<file path="src/rtl/io_uart_tx_pkg.sv">
// Shared register offsets, STATUS bit positions and FSM state type for the UART transmitter.
package io_uart_tx_pkg;

    localparam logic [1:0] REG_TXDATA  = 2'd0;
    localparam logic [1:0] REG_STATUS  = 2'd1;
    localparam logic [1:0] REG_DIVISOR = 2'd2;

    localparam int STAT_FULL    = 0;
    localparam int STAT_EMPTY   = 1;
    localparam int STAT_BUSY    = 2;
    localparam int STAT_OVERRUN = 3;

    typedef enum logic [1:0] {
        TX_IDLE  = 2'd0,
        TX_START = 2'd1,
        TX_DATA  = 2'd2,
        TX_STOP  = 2'd3
    } tx_state_e;

    // FIFO occupancy is reported in a 4-bit STATUS field, so larger counts pin at 15.
    function automatic logic [3:0] sat_nibble(input logic [31:0] value);
        return (value > 32'd15) ? 4'hF : value[3:0];
    endfunction

endpackage

</file>
<file path="src/rtl/io_uart_tx_fifo.sv">
// Synchronous TX byte FIFO. Full/empty are judged on the pre-edge count, so a push
// into a full FIFO is dropped even when a pop happens in the same cycle.
module io_uart_tx_fifo #(
    parameter int WIDTH = 8,
    parameter int DEPTH = 4
) (
    input  logic                       clk,
    input  logic                       reset,
    input  logic                       push,
    input  logic                       pop,
    input  logic [WIDTH-1:0]           wr_data,
    output logic [WIDTH-1:0]           rd_data,
    output logic                       full,
    output logic                       empty,
    output logic [$clog2(DEPTH):0]     count
);
    localparam int AW = $clog2(DEPTH);
    localparam int CW = AW + 1;

    logic [WIDTH-1:0] mem [DEPTH];
    logic [AW-1:0]    wr_ptr;
    logic [AW-1:0]    rd_ptr;
    logic             do_push;
    logic             do_pop;

    assign full    = (count == CW'(DEPTH));
    assign empty   = (count == '0);
    assign do_push = push && !full;
    assign do_pop  = pop && !empty;
    assign rd_data = mem[rd_ptr];

    // Storage write; contents need no reset since count gates every read.
    always_ff @(posedge clk) begin
        if (do_push) begin
            mem[wr_ptr] <= wr_data;
        end
    end

    // Pointers wrap naturally because DEPTH is a power of two.
    always_ff @(posedge clk) begin
        if (reset) begin
            wr_ptr <= '0;
            rd_ptr <= '0;
            count  <= '0;
        end else begin
            if (do_push) wr_ptr <= wr_ptr + AW'(1);
            if (do_pop)  rd_ptr <= rd_ptr + AW'(1);
            count <= count + CW'(do_push) - CW'(do_pop);
        end
    end

endmodule

</file>
<file path="src/rtl/io_uart_tx.sv">
// Memory-mapped 8N1 UART transmitter on the core IO bus.
//
// state    | meaning
// TX_IDLE  | line high, waiting for a byte in the FIFO
// TX_START | start bit (low) for one bit period
// TX_DATA  | eight data bits, LSB first, one bit period each
// TX_STOP  | stop bit (high); chains straight into the next frame if data is queued
module io_uart_tx
    import io_uart_tx_pkg::*;
#(
    parameter logic [7:0]  BASE_ADDR  = 8'h40,
    parameter int          FIFO_DEPTH = 4,
    parameter logic [15:0] DIV_RESET  = 16'd103
) (
    input  logic        clk,
    input  logic        reset,
    input  logic [7:0]  io_addr,
    input  logic        io_en,
    input  logic        io_we,
    input  logic [31:0] io_data_write,
    output logic [31:0] io_data_read,
    output logic        uart_tx
);
    localparam int CW = $clog2(FIFO_DEPTH) + 1;

    logic        sel;
    logic        bus_wr;
    logic        bus_rd;
    logic [1:0]  reg_off;
    logic [31:0] rd_word;
    logic [15:0] divisor;
    logic        overrun;

    logic          fifo_push;
    logic          fifo_pop;
    logic [7:0]    fifo_rd_data;
    logic          fifo_full;
    logic          fifo_empty;
    logic [CW-1:0] fifo_count;

    tx_state_e   state;
    tx_state_e   state_next;
    logic [15:0] baud_cnt;
    logic [15:0] div_latched;
    logic [2:0]  bit_idx;
    logic [7:0]  shift;
    logic        period_end;
    logic        tx_next;
    logic        busy;

    logic unused_bits;
    assign unused_bits = ^{io_addr[1:0], io_data_write[31:16]};

    assign sel        = io_en && (io_addr[7:4] == BASE_ADDR[7:4]);
    assign reg_off    = io_addr[3:2];
    assign bus_wr     = sel && io_we;
    assign bus_rd     = sel && !io_we;
    assign fifo_push  = bus_wr && (reg_off == REG_TXDATA);
    assign period_end = (baud_cnt == 16'd0);

    io_uart_tx_fifo #(
        .WIDTH (8),
        .DEPTH (FIFO_DEPTH)
    ) u_fifo (
        .clk     (clk),
        .reset   (reset),
        .push    (fifo_push),
        .pop     (fifo_pop),
        .wr_data (io_data_write[7:0]),
        .rd_data (fifo_rd_data),
        .full    (fifo_full),
        .empty   (fifo_empty),
        .count   (fifo_count)
    );

    // Read mux for the addressed register; unmapped offsets read zero.
    always_comb begin
        rd_word = '0;
        case (reg_off)
            REG_STATUS: begin
                rd_word[STAT_FULL]    = fifo_full;
                rd_word[STAT_EMPTY]   = fifo_empty;
                rd_word[STAT_BUSY]    = busy;
                rd_word[STAT_OVERRUN] = overrun;
                rd_word[7:4]          = sat_nibble(32'(fifo_count));
            end
            REG_DIVISOR: rd_word[15:0] = divisor;
            default:     rd_word = '0;
        endcase
    end

    // Register writes, sticky overrun flag and the one-cycle registered read response.
    always_ff @(posedge clk) begin
        if (reset) begin
            divisor      <= DIV_RESET;
            overrun      <= 1'b0;
            io_data_read <= '0;
        end else begin
            if (bus_wr && (reg_off == REG_DIVISOR)) begin
                divisor <= io_data_write[15:0];
            end
            if (fifo_push && fifo_full) begin
                overrun <= 1'b1;
            end else if (bus_wr && (reg_off == REG_STATUS) && io_data_write[STAT_OVERRUN]) begin
                overrun <= 1'b0;
            end
            io_data_read <= bus_rd ? rd_word : 32'd0;
        end
    end

    // State register together with the registered serial line.
    always_ff @(posedge clk) begin
        if (reset) begin
            state   <= TX_IDLE;
            uart_tx <= 1'b1;
        end else begin
            state   <= state_next;
            uart_tx <= tx_next;
        end
    end

    // Next-state and FIFO pop decision; STOP pops directly so back-to-back frames have no gap.
    always_comb begin
        state_next = state;
        fifo_pop   = 1'b0;
        case (state)
            TX_IDLE: begin
                if (!fifo_empty) begin
                    fifo_pop   = 1'b1;
                    state_next = TX_START;
                end
            end
            TX_START: begin
                if (period_end) state_next = TX_DATA;
            end
            TX_DATA: begin
                if (period_end && (bit_idx == 3'd7)) state_next = TX_STOP;
            end
            TX_STOP: begin
                if (period_end) begin
                    if (!fifo_empty) begin
                        fifo_pop   = 1'b1;
                        state_next = TX_START;
                    end else begin
                        state_next = TX_IDLE;
                    end
                end
            end
            default: state_next = TX_IDLE;
        endcase
    end

    // Line level for the coming cycle; inside DATA a period end exposes the next shifted bit.
    always_comb begin
        busy    = (state != TX_IDLE);
        tx_next = 1'b1;
        case (state_next)
            TX_START: tx_next = 1'b0;
            TX_DATA:  tx_next = ((state == TX_DATA) && period_end) ? shift[1] : shift[0];
            default:  tx_next = 1'b1;
        endcase
    end

    // Baud down-counter, bit index and shifter; the divisor is captured once per frame at pop.
    always_ff @(posedge clk) begin
        if (reset) begin
            baud_cnt    <= '0;
            div_latched <= DIV_RESET;
            bit_idx     <= '0;
            shift       <= '0;
        end else if (fifo_pop) begin
            shift       <= fifo_rd_data;
            div_latched <= divisor;
            baud_cnt    <= divisor;
            bit_idx     <= '0;
        end else if (state != TX_IDLE) begin
            if (period_end) begin
                baud_cnt <= div_latched;
                if (state == TX_DATA) begin
                    shift   <= {1'b0, shift[7:1]};
                    bit_idx <= bit_idx + 3'd1;
                end
            end else begin
                baud_cnt <= baud_cnt - 16'd1;
            end
        end
    end

endmodule
</file>
<file path="config.mk">
export PLATFORM = sky130hd
export DESIGN_NAME = io_uart_tx
export DESIGN_NICKNAME = d
export VERILOG_FILES = /design/src/rtl/io_uart_tx_pkg.sv /design/src/rtl/io_uart_tx_fifo.sv /design/src/rtl/io_uart_tx.sv
export SDC_FILE = /design/constraint.sdc
export NUM_CORES = 1
export LEC_CHECK = 0
export ABC_CLOCK_PERIOD_IN_PS = 6200
export CAP_MARGIN = 0
export CORE_UTILIZATION = 55
export DETAILED_ROUTE_END_ITERATION = 8
export PLACE_DENSITY = 0.81
export SLEW_MARGIN = 20
export SYNTH_ARGS = -nofsm -noshare
export SYNTH_HDL_FRONTEND = slang
export SYNTH_HIERARCHICAL = 1
export SYNTH_SLANG_ARGS = --single-unit
</file>
<file path="constraint.sdc">
create_clock -name clk -period 6.2 [get_ports clk]
set_input_delay 1.24 -clock clk [delete_from_list [all_inputs] [get_ports clk]]
set_output_delay 1.24 -clock clk [all_outputs]
set_load 0.01 [all_outputs]
</file>
==> out/qor.csv, run 1 <==
metric,value,unit
status,"complete, no violations",
path_max_fanout,6,
worstReg2RegStart,baud_cnt[0]$_SDFFE_PP0P_,
numCtsBuffers,17,
ant_nets,0,
grt_pass1_wl,19.1,mm
netlist_instances,523,
vias_per_cell,5.83,
reg2reg_to,u_fifo/count[2]$_SDFF_PP0_,
ys.flop_type,dfxtp_1,
hold_class,register to register,
core_area,9280,um2
portBuffers,42,
endpoint_kind,register,
yosys_warnings,6,
htreeDepth,4,
cts_sinks,120,
antenna_found_initial,0,
instances_no_fill,698,
grtUsageMet3,5.22,%
rsz0062_at_grt,false,
routed_wl,11.7,mm
dr_total_vias,4068,
worst_hold_path.endpoint,div_latched[7]$_SDFFE_PP0P_,
clock_path_buffers,2,
path_clk_slew,0.06,ns
cts_tree,done,
critPathKind,input pin to register,
slew_headroom,34.3,%
critPathArrivalTime,4.08,ns
routedWlPerCell,16.8,um
post-route-util,67.5,%
worstMarginPinSlew,0.984,ns
cpLargestDelayFamily,simple AND/OR/NAND/NOR gates,
power_density,291,nW/um2
drv_slew,0,
grt-busiest-layer,met2,
post-dp-hpwl,7.36,mm
syn_to_final_growth,18.3,%
die-area,10000,um2
clk_latency,0.51,ns
gp_congestion,0.812,
cp_slowest_cell,clkdlybuf4s50_1,
ys_seq_area_share,51.4,%
crit_required,6.56,ns
critPathBufInv,4,
fin_crit,3.72,ns
tns,0,ns
fin_skew,0.00828,ns
cts_hold_buf,0,
drv_cap,0,
top_level_ports,77,
postCtsResizedCells,0,
r2r_slack,2.82,ns
slowest_delay,0.46,ns
setup_viol,0,
first_pass_iters,7,
ys_types,58,
drc_errors,0,
cp_common_cell,inv_1,
holdPathStages,2,
die_y,100,um
reg2reg_depth,15,
synth_area,5300,um2
leakagePower,0.00239,uW
rows,35,
met2_usage,41.4,%
synth_seq_cells,120,
track_usage,24.8,%
die_w,100,um
overflow,0,
fmax,269,MHz
fin_hold_ws,0.452,ns
grt_pass1_vias,4012,
dp_cells,666,
synth_async_sr_flop_share,0,%
drt-initial-drc-count,337,
cp-start-kind,input pin,
min_from,div_latched[7]$_SDFFE_PP0P_,
clockRootBuffer,clkbuf_8,
fin_crit_sh,60.0,%
fin_nets,617,
vdd_drop_max,0.229,mV
hold_viol,0,
postCtsSetupBuffers,0,
drive_gt1_share,9.84,%
initial_core_util,57.0,%
met1_usage,31.0,%
synth_edf_count,32,
crit_chain,"clkdlybuf4s50_1, nand2_1, nor4_1, and3_1, inv_1, nor2_2, inv_1, ha_1, inv_1, ha_1, fa_1, xnor2_1, xnor2_1, nor2_1",
grt_max_degree,74,
syn_area_per_cell,10.1,um2
antenna_cells,0,
logic make-up after synthesis:
kind of cell | Yosys count | share of synthesized area (%)
AO/OA/AOI/OAI | 95 | 11.6
XOR/XNOR | 11 | 1.82
adder cells (fa/ha/maj) | 17 | 4.16
buffers and inverters | 61 | 5.93
flip-flops | 120 | 51.4
multiplexers | 23 | 6.35
other | 1 | 0.0708
AND/OR/NAND/NOR | 195 | 18.6
stage by stage:
step	cell area [um2]	setup WS, ns	power [uW]
after floorplan	5350	2.80	880
after global placement	5690	2.16	897
after detailed placement	5690	2.04	899
after CTS	6270	2.55	1820
after global routing	6270	2.24	1870
final	6270	2.48	1820
worst reg2reg max path, delay by kind of cell (launching register included):
family                   cells  cell delay, ns
adder cells (fa/ha/maj)      4            0.95
flip-flops                   1            0.36
buffers and inverters        4            0.62
AO/OA/AOI/OAI                2            0.30
XOR/XNOR                     2            0.35
AND/OR/NAND/NOR              3            0.66
worst max-delay path by stage:
stage	startpoint	end	slack [ns]	depth (start not counted)
2_1_floorplan	io_addr[5]	u_fifo/count[2]$_SDFF_PP0_	2.80	12
3_3_place_gp	io_en	u_fifo/count[2]$_SDFF_PP0_	2.16	14
3_5_place_dp	io_addr[6]	u_fifo/count[2]$_SDFF_PP0_	2.04	14
4_1_cts	io_addr[6]	u_fifo/count[2]$_SDFF_PP0_	2.55	14
5_1_grt	io_addr[6]	u_fifo/count[2]$_SDFF_PP0_	2.24	14
6_report	io_addr[6]	u_fifo/count[2]$_SDFF_PP0_	2.48	14
routing by layer:
metal  up-vias  wire length [um]
met5         -                 0
li1       1890                 -
met3        19               644
met1      1990              5050
met2       169              5840
met4         0               187
sequential cells by signal, summed over array words and instances, names as in the netlist, 3 cells and up, named ones only:
register / cells
divisor: 16
div_latched: 16
u_fifo/count: 3
io_data_read: 16
baud_cnt: 16
u_fifo/mem: 32
bit_idx: 3
shift: 8
synthesized netlist by cell type, drive strengths merged (11+ instances only):
library cell	count	share of area [%]
dfxtp	88	33
nand2	83	6.0
nor2	42	3.0
a21oi	36	3.4
edfxtp	32	18
buf	26	3.4
clkbuf	19	1.3
ha	16	3.8
inv	16	1.1
mux2i	13	2.5
o21ai	12	1.2
and3	11	1.3
power breakdown:
group / total (uW) / internal (uW) / switching (uW)
Clock: 936 / 583 / 353
Combinational: 76.5 / 31.3 / 45.2
Sequential: 808 / 806 / 2.32
Total: 1820 / 1420 / 401
cell usage in the layout, fill, tap and decap left out, types with 13 or more instances in the layout:
| cell type | Yosys | final |
|---|---|---|
| mux2i_1 | 13 | 13 |
| clkdlybuf4s50_1 | 0 | 41 |
| clkbuf_16 | 0 | 16 |
| edfxtp_1 | 32 | 32 |
| conb_1 | 1 | 16 |
| nor2_1 | 41 | 41 |
| dfxtp_1 | 88 | 88 |
| ha_1 | 16 | 16 |
| inv_1 | 15 | 15 |
| a21oi_1 | 36 | 36 |
| nand2_1 | 82 | 82 |
area by class of cell:
type / instances / area (um2)
clock inverters: 14 / 148
well taps: 129 / 161
multi-input cells: 357 / 2320
flip-flops and latches: 120 / 2720
repair buffers: 44 / 430
inverters: 16 / 60.1
fillers: 666 / 3020
clock buffers: 18 / 428
No activity file was read; power rests on OpenSTA's default activity.
==> inputs of run 2 (changes only) <==
Settings changed: ABC_CLOCK_PERIOD_IN_PS 6200 to 3200, CORE_UTILIZATION 55 to 49, PLACE_DENSITY 0.81 to 0.76.
Clock period 6.2 ns to 3.2 ns, I/O delays scaled along.
==> out/qor.csv, run 2 (synthesis results as in run 1) <==
metric,value,unit,change
status,"complete, no violations",,unchanged
top_register,u_fifo/mem,,unchanged
path_clk_slew,0.06,ns,about the same
p_sw,784,uW,was 401 uW
cts_hold_buf,0,,unchanged
worst_hold_path.endpoint,div_latched[7]$_SDFFE_PP0P_,,unchanged
core_area,10400,um2,was 9280 um2
setup_viol,0,,unchanged
syn_to_final_growth,21.1,%,was 18.3%
worstMarginPinSlew,0.616,ns,was 0.984 ns
r2r_slack,0.25,ns,was 2.82 ns
fin_nets,627,,was 617
slew_headroom,58.9,%,was 34.3%
clock_path_buffers,2,,unchanged
seqPwrFrac,41.7,%,was 44.4%
clk_latency,0.52,ns,was 0.51 ns
track_usage,22.0,%,was 24.8%
vdd_drop_max,0.476,mV,was 0.229 mV
die_y,106,um,was 100 um
reg2reg_depth,15,,unchanged
fin_crit,2.95,ns,
cp-start-kind,register,,was input pin
placed_area,5770,um2,was 5690 um2
antenna_found_initial,0,,unchanged
drc_errors,0,,unchanged
wirelength_met1,4.94,mm,was 5.05 mm
numCtsBuffers,17,,unchanged
dp_slack,-0.0816,ns,was 2.04 ns
hold_class,register to register,,unchanged
htreeDepth,4,,unchanged
drv_slew,0,,unchanged
cts_sinks,120,,unchanged
drv_cap,0,,unchanged
top_layer,met4,,unchanged
fin_ws,0.250,ns,was 2.48 ns
overflow,0,,unchanged
critPathKind,register to register,,was input pin to register
endpoint_kind,register,,unchanged
die_w,106,um,was 100 um
swShare,20.9,%,was 22.0%
p_int,2970,uW,was 1420 uW
fin_crit_sh,92.2,%,
path_max_fanout,6,,unchanged
tns,0,ns,unchanged
instances_no_fill,715,,was 698
dp_cells,683,,was 666
initial_core_util,50.8,%,was 57.0%
post-dp-hpwl,7.38,mm,was 7.36 mm
min_from,div_latched[7]$_SDFFE_PP0P_,,unchanged
clockRootBuffer,clkbuf_8,,unchanged
worstReg2RegStart,baud_cnt[0]$_SDFFE_PP0P_,,unchanged
grt_pass1_wl,18.9,mm,was 19.1 mm
rsz0062_at_grt,false,,unchanged
clockPowerShare,54.2,%,was 51.4%
critPathArrivalTime,3.34,ns,was 4.08 ns
postCtsResizedCells,0,,unchanged
drive_gt1_share,11.6,%,was 9.84%
rows,37,,was 35
holdPathStages,2,,unchanged
portBuffers,42,,unchanged
grt_max_degree,46,,was 74
dr_total_vias,4046,,was 4068
fin_skew,0.00471,ns,was 0.00828 ns
cts_tree,done,,unchanged
dr_wl_met3,719,um,was 644 um
reg2reg_to,u_fifo/count[2]$_SDFF_PP0_,,unchanged
nFillCells,821,,was 666
top_level_ports,77,,unchanged
vias_per_cell,5.66,,was 5.83
drt-initial-drc-count,297,,was 337
gp_congestion,0.824,,was 0.812
leakagePower,0.00248,uW,was 0.00239 uW
routed_wl,11.3,mm,was 11.7 mm
antenna_cells,0,,unchanged
largest_reg_flops,32,,unchanged
combPwrFrac,4.1,%,was 4.2%
routedWlPerCell,15.8,um,was 16.8 um
final_area,6410,um2,was 6270 um2
ant_nets,0,,unchanged
grt_pass1_vias,3987,,was 4012
layout_commonest_cell,dfxtp_1,,unchanged
fmax,339,MHz,
postCtsSetupBuffers,0,,unchanged
die-area,11200,um2,was 10000 um2
power_density,585,nW/um2,was 291 nW/um2
first_pass_iters,5,,was 7
hold_viol,0,,unchanged
wl_met2,5.31,mm,was 5.84 mm
layout_common_cells,"dfxtp_1, nand2_1, nor2_1, clkdlybuf4s50_1, a21oi_1",,unchanged
crit_required,3.59,ns,was 6.56 ns
==> run 2: cell types whose count changed in the layout (fill, tap and decap cells not counted), sizes merged <==
cell | before | now
buf | 3 | 13
clkinvlp | 4 | 3
clkbuf | 18 | 17
clkinv | 5 | 6
bufinv | 2 | 5
inv | 19 | 17
==> run 2: final cells by class <==
type | count | area [um2] | area share (%)
Multi-Input combinational cell | 357 | 2320 | 36.1
Timing Repair Buffer | 54 | 505 | 7.88
Tap cell | 136 | 170 | 2.65
Clock inverter | 15 | 226 | 3.53
Inverter | 16 | 60.1 | 0.936
Sequential cell | 120 | 2720 | 42.4
Clock buffer | 17 | 414 | 6.46
==> run 2: worst max path at each step <==
stage | start | to | slack (ns) | depth (start not counted)
global route | baud_cnt[0]$_SDFFE_PP0P_ | u_fifo/count[2]$_SDFF_PP0_ | 0.03 | 15
floorplan | baud_cnt[0]$_SDFFE_PP0P_ | u_fifo/count[2]$_SDFF_PP0_ | 0.18 | 16
finish | baud_cnt[0]$_SDFFE_PP0P_ | u_fifo/count[2]$_SDFF_PP0_ | 0.25 | 15
CTS | baud_cnt[0]$_SDFFE_PP0P_ | u_fifo/count[2]$_SDFF_PP0_ | 0.23 | 15
detailed placement | io_en | u_fifo/count[2]$_SDFF_PP0_ | -0.08 | 15
global placement | io_en | u_fifo/count[2]$_SDFF_PP0_ | -0.07 | 15
==> run 2: critical path, cell delays in order, from the launching register on <==
cell	delay, ns
dfxtp_1	0.42
inv_1	0.07
ha_1	0.25
nor4b_2	0.19
and4_1	0.20
o21ai_2	0.14
inv_2	0.07
o31ai_1	0.12
inv_1	0.10
ha_1	0.30
inv_1	0.04
ha_1	0.18
fa_1	0.37
xnor2_1	0.18
xnor2_1	0.13
nor2_1	0.05
==> run 2: power by group through the flow <==
| stage | combinational, uW | clock (uW) | sequential, uW |
|---|---|---|---|
| after floorplan | 108 | 0 | 1600 |
| after global placement | 147 | 0 | 1600 |
| after detailed placement | 150 | 0 | 1600 |
| after CTS | 152 | 2060 | 1570 |
| after global routing | 169 | 2120 | 1570 |
| final | 152 | 2040 | 1570 |
==> run 2: metrics by stage <==
stage	utilization [%]	hold slack, ns	total power (uW)
finish	61.6	0.452	3750
global route	61.6	0.479	3860
CTS	61.6	0.454	3780
detailed placement	55.4	0.447	1750
global placement	55.4	0.442	1740
floorplan	-	0.431	1700
==> run 2: routing by layer <==
| metal | track usage, % | vias up |
|---|---|---|
| met5 | 0 | - |
| met4 | 10.0 | 0 |
| met3 | 6.68 | 34 |
| met2 | 34.7 | 176 |
| met1 | 27.6 | 1927 |
| li1 | - | 1909 |
